[config.mk]
export PLATFORM = sky130hd
export DESIGN_NAME = pd_loop_filter_flat
export DESIGN_NICKNAME = d
export VERILOG_FILES = /design/src/rtl/pd_loop_filter_if.sv /design/src/rtl/pd_loop_filter.sv /design/src/flat_wrapper.sv
export SDC_FILE = /design/constraint.sdc
export NUM_CORES = 1
export LEC_CHECK = 0
export CORE_MARGIN = 2
export CORE_UTILIZATION = 53
export DETAILED_ROUTE_END_ITERATION = 16
export PLACE_DENSITY = 0.81
export SYNTH_ARGS = -nofsm -noshare
export SYNTH_HDL_FRONTEND = slang
export SYNTH_SLANG_ARGS = --single-unit
[constraint.sdc]
create_clock -name fbclk -period 5.7 [get_ports fbclk]
set_input_delay 1.14 -clock fbclk [delete_from_list [all_inputs] [get_ports fbclk]]
set_output_delay 1.14 -clock fbclk [all_outputs]
set_load 0.01 [all_outputs]
[src/rtl/pd_loop_filter_if.sv]
// TDC-sample / DCO-code bundle between the phase detector side and the PI loop filter.
`timescale 1ns/1ps
interface pd_loop_filter_if #(
    parameter int CODE_WIDTH = 10
);
    logic signed [31:0]      tdc_out;
    logic                    tdc_tog;
    logic                    enable;
    logic [CODE_WIDTH-1:0]   dco_code;
    logic                    code_valid;
    logic                    locked;
    logic                    sat;

    modport master (
        output tdc_out, tdc_tog, enable,
        input  dco_code, code_valid, locked, sat
    );

    modport slave (
        input  tdc_out, tdc_tog, enable,
        output dco_code, code_valid, locked, sat
    );
endinterface

[src/rtl/pd_loop_filter.sv]
// Gain-scheduled digital PI loop filter: TDC phase error in (toggle-synchronised), DCO code out.
// Optional lock detector / ACQUIRE-TRACK gain scheduling: define PD_LOOP_FILTER_LOCK_DET_EN.
`timescale 1ns/1ps
module pd_loop_filter #(
    parameter int TDC_RANGE   = 64,
    parameter int CODE_WIDTH  = 10,
    parameter int FRAC_BITS   = 8,
    parameter int CODE_INIT   = 512,
    parameter int KP_GAIN     = 4,
    parameter int KI_GAIN     = 0,
    parameter int ACQ_BOOST   = 2,
    parameter int LOCK_THRESH = 2,
    parameter int LOCK_COUNT  = 16
) (
    input  logic              fbclk,
    input  logic              resetn,
    pd_loop_filter_if.slave   lf
);
    localparam int IW  = CODE_WIDTH + FRAC_BITS + 8;
    localparam int EW  = $clog2(TDC_RANGE + 1) + 1;
    localparam logic signed [IW-1:0] INTEG_INIT = IW'(CODE_INIT << FRAC_BITS);
    localparam logic signed [IW-1:0] INTEG_MAX  = IW'(((1 << CODE_WIDTH) - 1) << FRAC_BITS);
    localparam logic signed [IW-1:0] CODE_MAX_S = IW'((1 << CODE_WIDTH) - 1);
    localparam logic signed [31:0]   RANGE_P    = 32'(TDC_RANGE);
    localparam logic signed [31:0]   RANGE_N    = -32'(TDC_RANGE);

`ifdef PD_LOOP_FILTER_LOCK_DET_EN
    typedef enum logic [1:0] {HOLD, ACQUIRE, TRACK} state_t;
    localparam state_t RUN_ENTRY = ACQUIRE;
    localparam int LCW = $clog2(LOCK_COUNT + 1);
    logic [LCW-1:0] lock_cnt_reg;
    logic           locked_reg;
    logic [EW-1:0]  err_abs;
    logic           in_lock, big_miss;
`else
    typedef enum logic {HOLD, RUN} state_t;
    localparam state_t RUN_ENTRY = RUN;
`endif

    state_t                 state_reg;
    logic                   s1_reg, s2_reg, s3_reg;
    logic [1:0]             arm_cnt_reg;
    logic                   err_v_reg;
    logic signed [EW-1:0]   err_q_reg;
    logic signed [EW-1:0]   err_clamp;
    logic signed [IW-1:0]   integ_reg;
    logic [CODE_WIDTH-1:0]  dco_code_reg;
    logic                   code_valid_reg, sat_reg;

    logic                   detect;
    logic [4:0]             ki_sh, kp_sh;
    logic signed [IW-1:0]   err_ext, integ_raw, integ_next, sum, code_raw;
    logic [CODE_WIDTH-1:0]  code_next;
    logic                   at_limit;

    // Toggle edges are ignored until the chain has flushed whatever tdc_tog was at release.
    assign detect = (s2_reg ^ s3_reg) && (arm_cnt_reg == 2'd3);

    always_comb begin
        if (lf.tdc_out > RANGE_P)
            err_clamp = EW'(RANGE_P);
        else if (lf.tdc_out < RANGE_N)
            err_clamp = EW'(RANGE_N);
        else
            err_clamp = EW'(lf.tdc_out);
    end

    always_comb begin
        ki_sh = 5'(KI_GAIN);
        kp_sh = 5'(KP_GAIN);
`ifdef PD_LOOP_FILTER_LOCK_DET_EN
        if (state_reg == ACQUIRE) begin
            ki_sh = 5'(KI_GAIN + ACQ_BOOST);
            kp_sh = 5'(KP_GAIN + ACQ_BOOST);
        end
`endif
        err_ext   = {{(IW-EW){err_q_reg[EW-1]}}, err_q_reg};
        integ_raw = integ_reg + (err_ext <<< ki_sh);
        if (integ_raw[IW-1])
            integ_next = '0;
        else if (integ_raw > INTEG_MAX)
            integ_next = INTEG_MAX;
        else
            integ_next = integ_raw;
        sum      = integ_next + (err_ext <<< kp_sh);
        code_raw = sum >>> FRAC_BITS;
        if (code_raw[IW-1])
            code_next = '0;
        else if (code_raw > CODE_MAX_S)
            code_next = '1;
        else
            code_next = code_raw[CODE_WIDTH-1:0];
        at_limit = (integ_next == '0) || (integ_next == INTEG_MAX) ||
                   (code_next == '0) || (code_next == '1);
    end

`ifdef PD_LOOP_FILTER_LOCK_DET_EN
    always_comb begin
        err_abs  = err_q_reg[EW-1] ? EW'(-err_q_reg) : EW'(err_q_reg);
        in_lock  = err_abs <= EW'(LOCK_THRESH);
        big_miss = err_abs >  EW'(2 * LOCK_THRESH);
    end
`endif

    always_ff @(posedge fbclk or negedge resetn) begin
        if (!resetn) begin
            s1_reg         <= 1'b0;
            s2_reg         <= 1'b0;
            s3_reg         <= 1'b0;
            arm_cnt_reg    <= 2'd0;
            err_v_reg      <= 1'b0;
            err_q_reg      <= '0;
            integ_reg      <= INTEG_INIT;
            dco_code_reg   <= CODE_WIDTH'(CODE_INIT);
            code_valid_reg <= 1'b0;
            sat_reg        <= 1'b0;
            state_reg      <= RUN_ENTRY;
`ifdef PD_LOOP_FILTER_LOCK_DET_EN
            lock_cnt_reg   <= '0;
            locked_reg     <= 1'b0;
`endif
        end else begin
            s1_reg <= lf.tdc_tog;
            s2_reg <= s1_reg;
            s3_reg <= s2_reg;
            if (arm_cnt_reg != 2'd3)
                arm_cnt_reg <= arm_cnt_reg + 2'd1;

            // Samples arriving while disabled are dropped here, so re-enable never replays one.
            err_v_reg <= detect && lf.enable;
            if (detect)
                err_q_reg <= err_clamp;

            code_valid_reg <= 1'b0;
            if (err_v_reg && state_reg != HOLD) begin
                integ_reg      <= integ_next;
                dco_code_reg   <= code_next;
                code_valid_reg <= 1'b1;
                sat_reg        <= at_limit;
`ifdef PD_LOOP_FILTER_LOCK_DET_EN
                if (state_reg == ACQUIRE) begin
                    if (!in_lock) begin
                        lock_cnt_reg <= '0;
                    end else if (lock_cnt_reg == LCW'(LOCK_COUNT - 1)) begin
                        lock_cnt_reg <= '0;
                        state_reg    <= TRACK;
                        locked_reg   <= 1'b1;
                    end else begin
                        lock_cnt_reg <= lock_cnt_reg + 1'b1;
                    end
                end else if (big_miss) begin
                    state_reg  <= ACQUIRE;
                    locked_reg <= 1'b0;
                end
`endif
            end

            // Placed after the update so a coincident E3 update still lands before HOLD.
            if (!lf.enable) begin
                state_reg <= HOLD;
`ifdef PD_LOOP_FILTER_LOCK_DET_EN
                lock_cnt_reg <= '0;
                locked_reg   <= 1'b0;
`endif
            end else if (state_reg == HOLD) begin
                state_reg <= RUN_ENTRY;
            end
        end
    end

    assign lf.dco_code   = dco_code_reg;
    assign lf.code_valid = code_valid_reg;
    assign lf.sat        = sat_reg;
`ifdef PD_LOOP_FILTER_LOCK_DET_EN
    assign lf.locked     = locked_reg;
`else
    assign lf.locked     = 1'b0;
`endif
endmodule

[src/flat_wrapper.sv]
// flat-port wrapper written by rule: the top's interface ports become plain ports
module pd_loop_filter_flat 
#(
    parameter int TDC_RANGE   = 64,
    parameter int CODE_WIDTH  = 10,
    parameter int FRAC_BITS   = 8,
    parameter int CODE_INIT   = 512,
    parameter int KP_GAIN     = 4,
    parameter int KI_GAIN     = 0,
    parameter int ACQ_BOOST   = 2,
    parameter int LOCK_THRESH = 2,
    parameter int LOCK_COUNT  = 16
)
  (fbclk, resetn, lf_tdc_out, lf_tdc_tog, lf_enable, lf_dco_code, lf_code_valid, lf_locked, lf_sat);
  pd_loop_filter_if #(.CODE_WIDTH(CODE_WIDTH)) lf_i ();
  input  logic fbclk;
  input  logic resetn;
  input wire logic [$bits(lf_i.tdc_out)-1:0] lf_tdc_out;
  input wire logic [$bits(lf_i.tdc_tog)-1:0] lf_tdc_tog;
  input wire logic [$bits(lf_i.enable)-1:0] lf_enable;
  output wire logic [$bits(lf_i.dco_code)-1:0] lf_dco_code;
  output wire logic [$bits(lf_i.code_valid)-1:0] lf_code_valid;
  output wire logic [$bits(lf_i.locked)-1:0] lf_locked;
  output wire logic [$bits(lf_i.sat)-1:0] lf_sat;
  assign lf_i.tdc_out = lf_tdc_out;
  assign lf_i.tdc_tog = lf_tdc_tog;
  assign lf_i.enable = lf_enable;
  assign lf_dco_code = lf_i.dco_code;
  assign lf_code_valid = lf_i.code_valid;
  assign lf_locked = lf_i.locked;
  assign lf_sat = lf_i.sat;
  pd_loop_filter #(.TDC_RANGE(TDC_RANGE), .CODE_WIDTH(CODE_WIDTH), .FRAC_BITS(FRAC_BITS), .CODE_INIT(CODE_INIT), .KP_GAIN(KP_GAIN), .KI_GAIN(KI_GAIN), .ACQ_BOOST(ACQ_BOOST), .LOCK_THRESH(LOCK_THRESH), .LOCK_COUNT(LOCK_COUNT)) u_core (.fbclk(fbclk), .resetn(resetn), .lf(lf_i));
endmodule
==> results.md <==
- Summed over all layers, the routed wires come to roughly 16 mm.
- The most used flip-flop cell after synthesis is sky130_fd_sc_hd__dfrtp_1.
- Counting tap cells, the placed design contains a total of 835 instances.
- The overall track demand over capacity in global routing is 0.313.
- The floorplan step set the die height to between 100 and 150 µm.
- The first-pass GRT wire length is ~26 mm.
- STA classifies the critical path endpoint as a register.
- After filler insertion, the fill cell instance count of the layout stands at 660.
- The H-tree was split into 2 levels.
- The Yosys step of the flow raised 0 warnings.
- Dividing the detail-routed via count by the number of cells gives 6.58.
- The min-delay analysis places its worst path in the category reg2reg.
- The iteration-0 DRC count of the detailed router is 468.
- In this run the most critical hold path is launched from u_core.s1_reg.
- The gate count of the mapped netlist is ~630.
- The final reports fail on setup timing.
- The critical path in this run is classified as reg2reg.
- The static leakage power is between 2 and 3 nW.
- The remaining global-route overflow is 0.
- The number of antenna violations at the first check in global routing was 0.
- The clock transition time at the flip-flop clock pins of the worst setup and hold paths is between 0.1 and 0.15 ns.
- At the end of the flow the core is filled with cells to 0.747.
- Across the run, the number of max-cap violations was 0.
- The via count of the first global-routing pass is approximately 5400.
- The maximum fanout along the worst path is 10.
- The deepest clock path buffer count is 2.
- The arrival time reported for the critical path endpoint is slightly above 6 ns.
- The flip-flop count of the largest register, all copies and words added is 25.
- The fraction of layout instances using a drive strength above 1 is 0.272.
- The netlist uses 85 different library cells.
- The post-route total power is about 2.1 mW.
- The startpoint class of the critical path is a register.
- The total setup violations reported at the end of the flow is 11.
- The count of state elements after synthesis is 52.
- The post-route worst setup slack is -0.149 ns.
- The area of the die is roughly 10000 µm².
- The top cell types in the final layout, fill and taps aside, are sky130_fd_sc_hd__buf_4 (78), sky130_fd_sc_hd__nand2_1 (76), sky130_fd_sc_hd__dfrtp_1 (48), sky130_fd_sc_hd__clkdlybuf4s50_1 (46), sky130_fd_sc_hd__nor2_1 (43).
- On the final layout, the worst hold slack is roughly 0.36 ns.
- The initialized floorplan defines 35 standard-cell rows.
- The worst flop-to-flop path startpoint is u_core.err_q_reg[7].
- Entering global routing, the biggest net connects 53 pins.
- The vias after detailed routing is about 5600.
- Compared with the post-synthesis result, the final layout area differs by 37.1%.
- The maximum frequency from static timing analysis is around 170 MHz.
- OpenSTA, run right after detailed placement, puts the worst setup slack at -0.177 ns.
- The number of endpoints with negative hold slack in the final report is 0.
- Clock skew on the completed layout was measured at around 0.013 ns.
- The most frequent standard cell in the layout excluding fill and tap cells is sky130_fd_sc_hd__buf_4.
- For this run, the slowest stage of the critical path takes 0.51 ns.
- The endpoint identified for the worst register-to-register timing path is u_core.lf.dco_code[6].
- The netlist area before placement is around 5000 µm².
- The share of the Yosys chip area taken by registers is 0.260.
- The critical path data required time is between 5 and 6 ns.
- The run finished, with violations left.
- Yosys mapped a number of flops with a built-in enable equal to 0.
- Routability-driven placement finished with a final weighted congestion of between 0.9 and 1.
- The path with the worst hold slack has its endpoint at u_core.s2_reg.
- The time the worst path needs with I/O delays and setup is just under 6 ns.
- The post-detailed-route wirelength per cell is around 19 µm.
- The number of inserted diodes is 0.
- The slowest stage of the critical path belongs to the cell sky130_fd_sc_hd__dfrtp_4.
- The number of DRC violations after detailed routing is 0.
- The clock latency reported for the late side of the worst-skew pair is ~0.32 ns.
- The post-route clock period utilization is 1.03.
- The minimum setup slack among reg-to-reg paths is -0.15 ns.
- The slew at the pin closest to its max-slew limit is 0.658 ns.
- The post-synthesis area per instance is around 8 µm².
- Setup repair after global routing could not meet its margin everywhere.
- The top-level I/O count is slightly below 50.
- After the flow finishes, the layout carries non-filler instances totaling about 860.
- The worst max-slew margin expressed relative to the limit is 0.562.
- The final max-slew violation count is 0.
- The initial core utilization is 0.545.
- In this run the remaining antenna-violating nets after routing total 0.
- Clock tree synthesis selected as its root buffer the cell sky130_fd_sc_hd__clkbuf_8.
- The die extent in x is 101 µm.
- The number of cells on the worst reg-to-reg path is 26.
- Of all flip-flops after synthesis, the portion carrying an async set or reset was 1.00.
- The total clock sinks is between 50 and 60.
- IR analysis of the VDD net gives a maximum drop of 210 µV.
- Along the worst hold path, the cell count comes to 0.
- The first detailed-routing pass took 6 iterations.
- The number of buffers inserted during clock tree synthesis is 5.
- The clock tree from TritonCTS is yes.
- After the last flow step, the layout net total stands at ~820.
- Input and output buffers added on the ports amount to between 40 and 50.
- In this run the power density over the cells is 308 nW/µm².
- The half-perimeter wire length of the detailed placement result is around 12 mm.
- The core box area is 9200 µm².
[critical path: cells and delay by family, from the launching register on]
kind	cells	cell delay (ns)
flip-flops	1	0.51
AND/OR/NAND/NOR	11	2.44
AO/OA/AOI/OAI	11	1.98
adder cells (fa/ha/maj)	2	0.46
buffers and inverters	2	0.33
[cells by family after synthesis]
logic type               share of synthesized area
flip-flops                                   0.260
other                                     0.000749
adder cells (fa/ha/maj)                     0.0964
multiplexers                                0.0107
XOR/XNOR                                    0.0420
AO/OA/AOI/OAI                                0.318
AND/OR/NAND/NOR                              0.241
buffers and inverters                       0.0302
[Yosys cell counts (3+ instances only)]
| cell type | count | share of area |
|---|---|---|
| sky130_fd_sc_hd__and3_1 | 4 | 0.0050 |
| sky130_fd_sc_hd__and2_1 | 11 | 0.014 |
| sky130_fd_sc_hd__dfrtp_1 | 49 | 0.24 |
| sky130_fd_sc_hd__o21ai_0 | 38 | 0.038 |
| sky130_fd_sc_hd__nor4_1 | 13 | 0.016 |
| sky130_fd_sc_hd__a21oi_1 | 48 | 0.048 |
| sky130_fd_sc_hd__o211ai_1 | 5 | 0.0075 |
| sky130_fd_sc_hd__or4_1 | 3 | 0.0045 |
| sky130_fd_sc_hd__inv_1 | 15 | 0.011 |
| sky130_fd_sc_hd__or2_2 | 5 | 0.0062 |
| sky130_fd_sc_hd__a41oi_1 | 3 | 0.0052 |
| sky130_fd_sc_hd__o31ai_1 | 8 | 0.012 |
| sky130_fd_sc_hd__nand2b_1 | 6 | 0.0075 |
| sky130_fd_sc_hd__o21ai_1 | 8 | 0.0080 |
| sky130_fd_sc_hd__nand4_1 | 15 | 0.019 |
| sky130_fd_sc_hd__a211oi_1 | 5 | 0.0075 |
| sky130_fd_sc_hd__a21oi_2 | 6 | 0.010 |
| sky130_fd_sc_hd__xnor2_1 | 9 | 0.016 |
| sky130_fd_sc_hd__ha_1 | 37 | 0.092 |
| sky130_fd_sc_hd__o21bai_1 | 5 | 0.0075 |
| sky130_fd_sc_hd__nand3b_1 | 3 | 0.0045 |
| sky130_fd_sc_hd__nor3_1 | 15 | 0.015 |
| sky130_fd_sc_hd__o21a_1 | 6 | 0.0090 |
| sky130_fd_sc_hd__a32o_1 | 3 | 0.0060 |
| sky130_fd_sc_hd__a21boi_0 | 4 | 0.0060 |
| sky130_fd_sc_hd__a211o_1 | 5 | 0.0087 |
| sky130_fd_sc_hd__o221ai_1 | 6 | 0.010 |
| sky130_fd_sc_hd__xor2_1 | 15 | 0.026 |
| sky130_fd_sc_hd__mux2_2 | 3 | 0.0067 |
| sky130_fd_sc_hd__a21o_1 | 5 | 0.0075 |
| sky130_fd_sc_hd__clkbuf_1 | 13 | 0.0097 |
| sky130_fd_sc_hd__dfstp_2 | 3 | 0.016 |
| sky130_fd_sc_hd__a22o_1 | 16 | 0.028 |
| sky130_fd_sc_hd__or3_1 | 6 | 0.0075 |
| sky130_fd_sc_hd__nor2_1 | 50 | 0.037 |
| sky130_fd_sc_hd__nand2_1 | 79 | 0.059 |
| sky130_fd_sc_hd__a31oi_1 | 8 | 0.010 |
| sky130_fd_sc_hd__o31a_1 | 3 | 0.0052 |
| sky130_fd_sc_hd__buf_2 | 4 | 0.0040 |
| sky130_fd_sc_hd__nand3_1 | 24 | 0.024 |
| sky130_fd_sc_hd__o2111ai_1 | 3 | 0.0052 |
| sky130_fd_sc_hd__nor2b_1 | 3 | 0.0037 |
[cell type report]
cell class              instances  area, µm²  area share
flip-flops and latches         52       1310       0.191
repair buffers                128       1090       0.159
clock buffers                   5       68.8      0.0100
inverters                      15       56.3     0.00820
clock inverters                 3       68.8      0.0100
multi-input cells             543       4130       0.602
well taps                     111        139      0.0202
[where the power goes]
part | internal, mW | total (mW) | switching [mW]
Sequential | 0.422 | 0.467 | 0.0457
Clock | 0.177 | 0.306 | 0.130
Combinational | 0.574 | 1.34 | 0.767
[metrics by stage]
step                instance area [µm²]  setup TNS, ns
floorplan                          5310      -0.000490
global placement                   6290         -0.865
detailed placement                 6290         -0.999
CTS                                6630              0
global route                       6870          -2.78
finish                             6870          -1.14
[routing by layer]
metal	global-route usage	wire, µm	vias up
met5	0	0	-
met3	0.0345	987	66
met4	0.0967	595	0
met1	0.416	6930	2672
li1	-	-	2623
met2	0.538	7830	281
[worst max-delay path by stage]
stage                        startpoint                     to  slack (ns)  cells after the start
finish              u_core.err_q_reg[7]  u_core.lf.dco_code[6]       -0.15                     26
global route        u_core.err_q_reg[7]          u_core.lf.sat       -0.28                     26
CTS                 u_core.err_q_reg[7]  u_core.lf.dco_code[6]       0.005                     24
detailed placement  u_core.integ_reg[0]          u_core.lf.sat       -0.18                     26
global placement    u_core.err_q_reg[7]          u_core.lf.sat       -0.16                     23
floorplan           u_core.err_q_reg[7]  u_core.lf.dco_code[6]     -0.0005                     26
[what timing repair did]
action | CTS | global route
pin swaps | 13 | 22
buffers inserted | 5 | 9
gates cloned | 0 | 1
hold buffers | 0 | 0
setup endpoints to repair | 11 | 11
gates resized for setup | 29 | 46
(Power assumes the default switching activity.)
==> RTL edit: new RTL, same flow settings <==
Make the reset (`resetn`) synchronous in one clocked block.
--- a/src/rtl/pd_loop_filter.sv
+++ b/src/rtl/pd_loop_filter.sv
@@ -102,7 +102,7 @@
     end
 `endif
 
-    always_ff @(posedge fbclk or negedge resetn) begin
+    always_ff @(posedge fbclk) begin
         if (!resetn) begin
             s1_reg         <= 1'b0;
             s2_reg         <= 1'b0;
Check against the original RTL: not equivalent (Yosys sat finds a counterexample within 10 cycles, from zero or initial values and one cycle with resetn low; the reset may be asserted at any time).
==> RTL edit against the original RTL <==
The flow still finishes with violations (negative setup slack); routed wire length rose by 17%; clock skew up 1.4 ps; area after synthesis up 3.2%; worst setup slack got worse by 11 ps; critical path depth decreased by 1; die area is 3.1% higher; sequential cell count unchanged; count of clock-buffer cells in the layout stayed put; final area up 6.0%; largest cell class unchanged; highest routed layer unchanged.
Power is not compared: it rests on default switching activity, and its combinational part moved more than twofold at a synthesized area within 25%.
==> RTL edit: results (changes against the original RTL) <==
stage	metric	value	unit	change
outcome	status	finished with violations		unchanged
outcome	failing checks	negative setup slack		unchanged
global_route	initial antenna violation count	0		unchanged
timing	Setup-failing EPs final	11		unchanged
worst_setup_path	Worst EP arrival	6100	ps	was 6050 ps
layout	Largest register FFs	25		unchanged
power_and_ir_drop	Leak Pwr	2.85	nW	
routing	vias per cell	6.68		was 6.58
timing	Slew Limit Fails	0		unchanged
cts	clk buf depth	2		unchanged
timing	clock skew	14.7	ps	was 13.3 ps
layout	ratio of cells with drive above 1 in the final layout	0.285		was 0.272
global_route	vias in the first global route	5755		was 5404
power_and_ir_drop	Max VDD drop	0.0975	mV	
cts	H-tree depth	2		unchanged
timing	Fin Setup TNS	-897	ps	was -1140 ps
place	Area after DPL	6270	um2	was 6290 um2
layout	antenna cells	0		unchanged
place	Detailed Place HPWL	13.3	mm	was 11.9 mm
worst_setup_path	CP max-delay cell	dfxtp_4		was dfrtp_4
place	Placement Setup Slack	-177	ps	about the same
layout	# fillers	683		was 660
cts	CTS Buf Count	5		unchanged
routing	drt initial violations	563		was 468
routing	final wirelength	19.1	mm	was 16.3 mm
routing	drt first pass iters	6		unchanged
place	DP Cell Count	911		was 835
yosys	distinct cell type count after synthesis	79		was 85
yosys	ranking of synthesized cells by area	dfxtp_1, ha_1, nand2_1, a21oi_1, nor2_1		was dfrtp_1, ha_1, nand2_1, a21oi_1, o21ai_0
worst_setup_path	Slowest Stage Delay on Critical Path	400	ps	was 510 ps
min_path	HP Class	reg2reg		unchanged
job	MaxCap Viol Count	0		unchanged
global_route	largest net degree at the start of global routing	34		was 53
timing	final worst setup slack	-160	ps	was -149 ps
yosys	Syn. warnings	0		unchanged
layout	NumNets Final	890		was 819
place	port bufs	47		unchanged
yosys	Syn Inst Count	680		was 626
routing	drt wl/cell	20.1	um	was 19.1 um
yosys	sequential fraction of the synthesis area	0.201		was 0.260
cts	clock transition at the registers of the reported paths	120	ps	
timing	relative slew slack	0.245		was 0.562
global_route	GR Util All Layers	0.329		was 0.313
cts	clk_lat worst skew	330	ps	
yosys	Async S/R FF share, synth	0		was 1.00
worst_setup_path	Crit Path Max Fanout	6		was 10
yosys	Primary FF master, synth	dfxtp_1		was dfrtp_1
place	routability cong.	0.956		was 0.969
global_route	global-route wire length before repair	27.6	mm	was 26.0 mm
yosys	top cells by count, synth	nand2_1, dfxtp_1, nor2_1		was nand2_1, nor2_1, dfrtp_1
cts	root buffer cell	clkbuf_8		unchanged
## RTL edit: worst paths after layout
path,start,end,slack (ps),cells past startpoint
worst max-delay path,u_core.err_q_reg[7]$_SDFFE_PN0P_,u_core.lf.dco_code[9]$_SDFFE_PN1P_,-160,25
worst min-delay path,u_core.s1_reg$_SDFF_PN0_,u_core.s2_reg$_SDFF_PN0_,450,1
worst max register to register,u_core.err_q_reg[7]$_SDFFE_PN0P_,u_core.lf.dco_code[9]$_SDFFE_PN1P_,-160,25
worst min register to register,u_core.s1_reg$_SDFF_PN0_,u_core.s2_reg$_SDFF_PN0_,450,1
## RTL edit: worst max-delay path, delay by kind of cell (launching register included)
kind	cells	cell delay [ps]
fa+ha+maj	2	580
xor+xnor	1	190
simple gates	10	1990
flops	1	400
buf+inv	5	810
compound gates	7	1780
## RTL edit: area by class of cell
class / instances / area [um2] / share of cell area
clock buffer: 5 / 68.8 / 0.00946
clock inverter: 3 / 50.0 / 0.00688
inverter: 15 / 56.3 / 0.00774
multi-input combinational: 584 / 4560 / 0.626
sequential: 52 / 1050 / 0.144
tap: 133 / 166 / 0.0229
timing repair buffer: 158 / 1330 / 0.183
## RTL edit: kinds of logic after synthesis
group	Yosys count	share of synthesized area
AOI/OAI and AO/OA	220	0.312
DFF	52	0.201
and+or+nand+nor	284	0.288
other	1	0.000725
adders and majority gates	38	0.0934
buffers and inverters	50	0.0426
muxes	8	0.0157
xor gates and xnor gates	27	0.0457
## RTL edit: routing by layer
layer | track usage | vias to the layer above | part of all wire
li1 | - | 2884 | -
met1 | 0.425 | 2968 | 0.40
met2 | 0.559 | 416 | 0.47
met3 | 0.0393 | 75 | 0.093
met4 | 0.131 | 0 | 0.037
met5 | 0 | - | 0
## RTL edit: timing repair
item                       in CTS  in global routing
resized for setup              24                108
setup endpoints to repair      11                 11
setup buffers                   8                 21
pin swaps                      11                 47
cloned                          2                  0
## RTL edit: power breakdown
group / switching (mW) / total, mW / internal (mW)
Sequential: 0.00345 / 0.372 / 0.368
Combinational: 0.0948 / 0.177 / 0.0821
Clock: 0.151 / 0.287 / 0.136
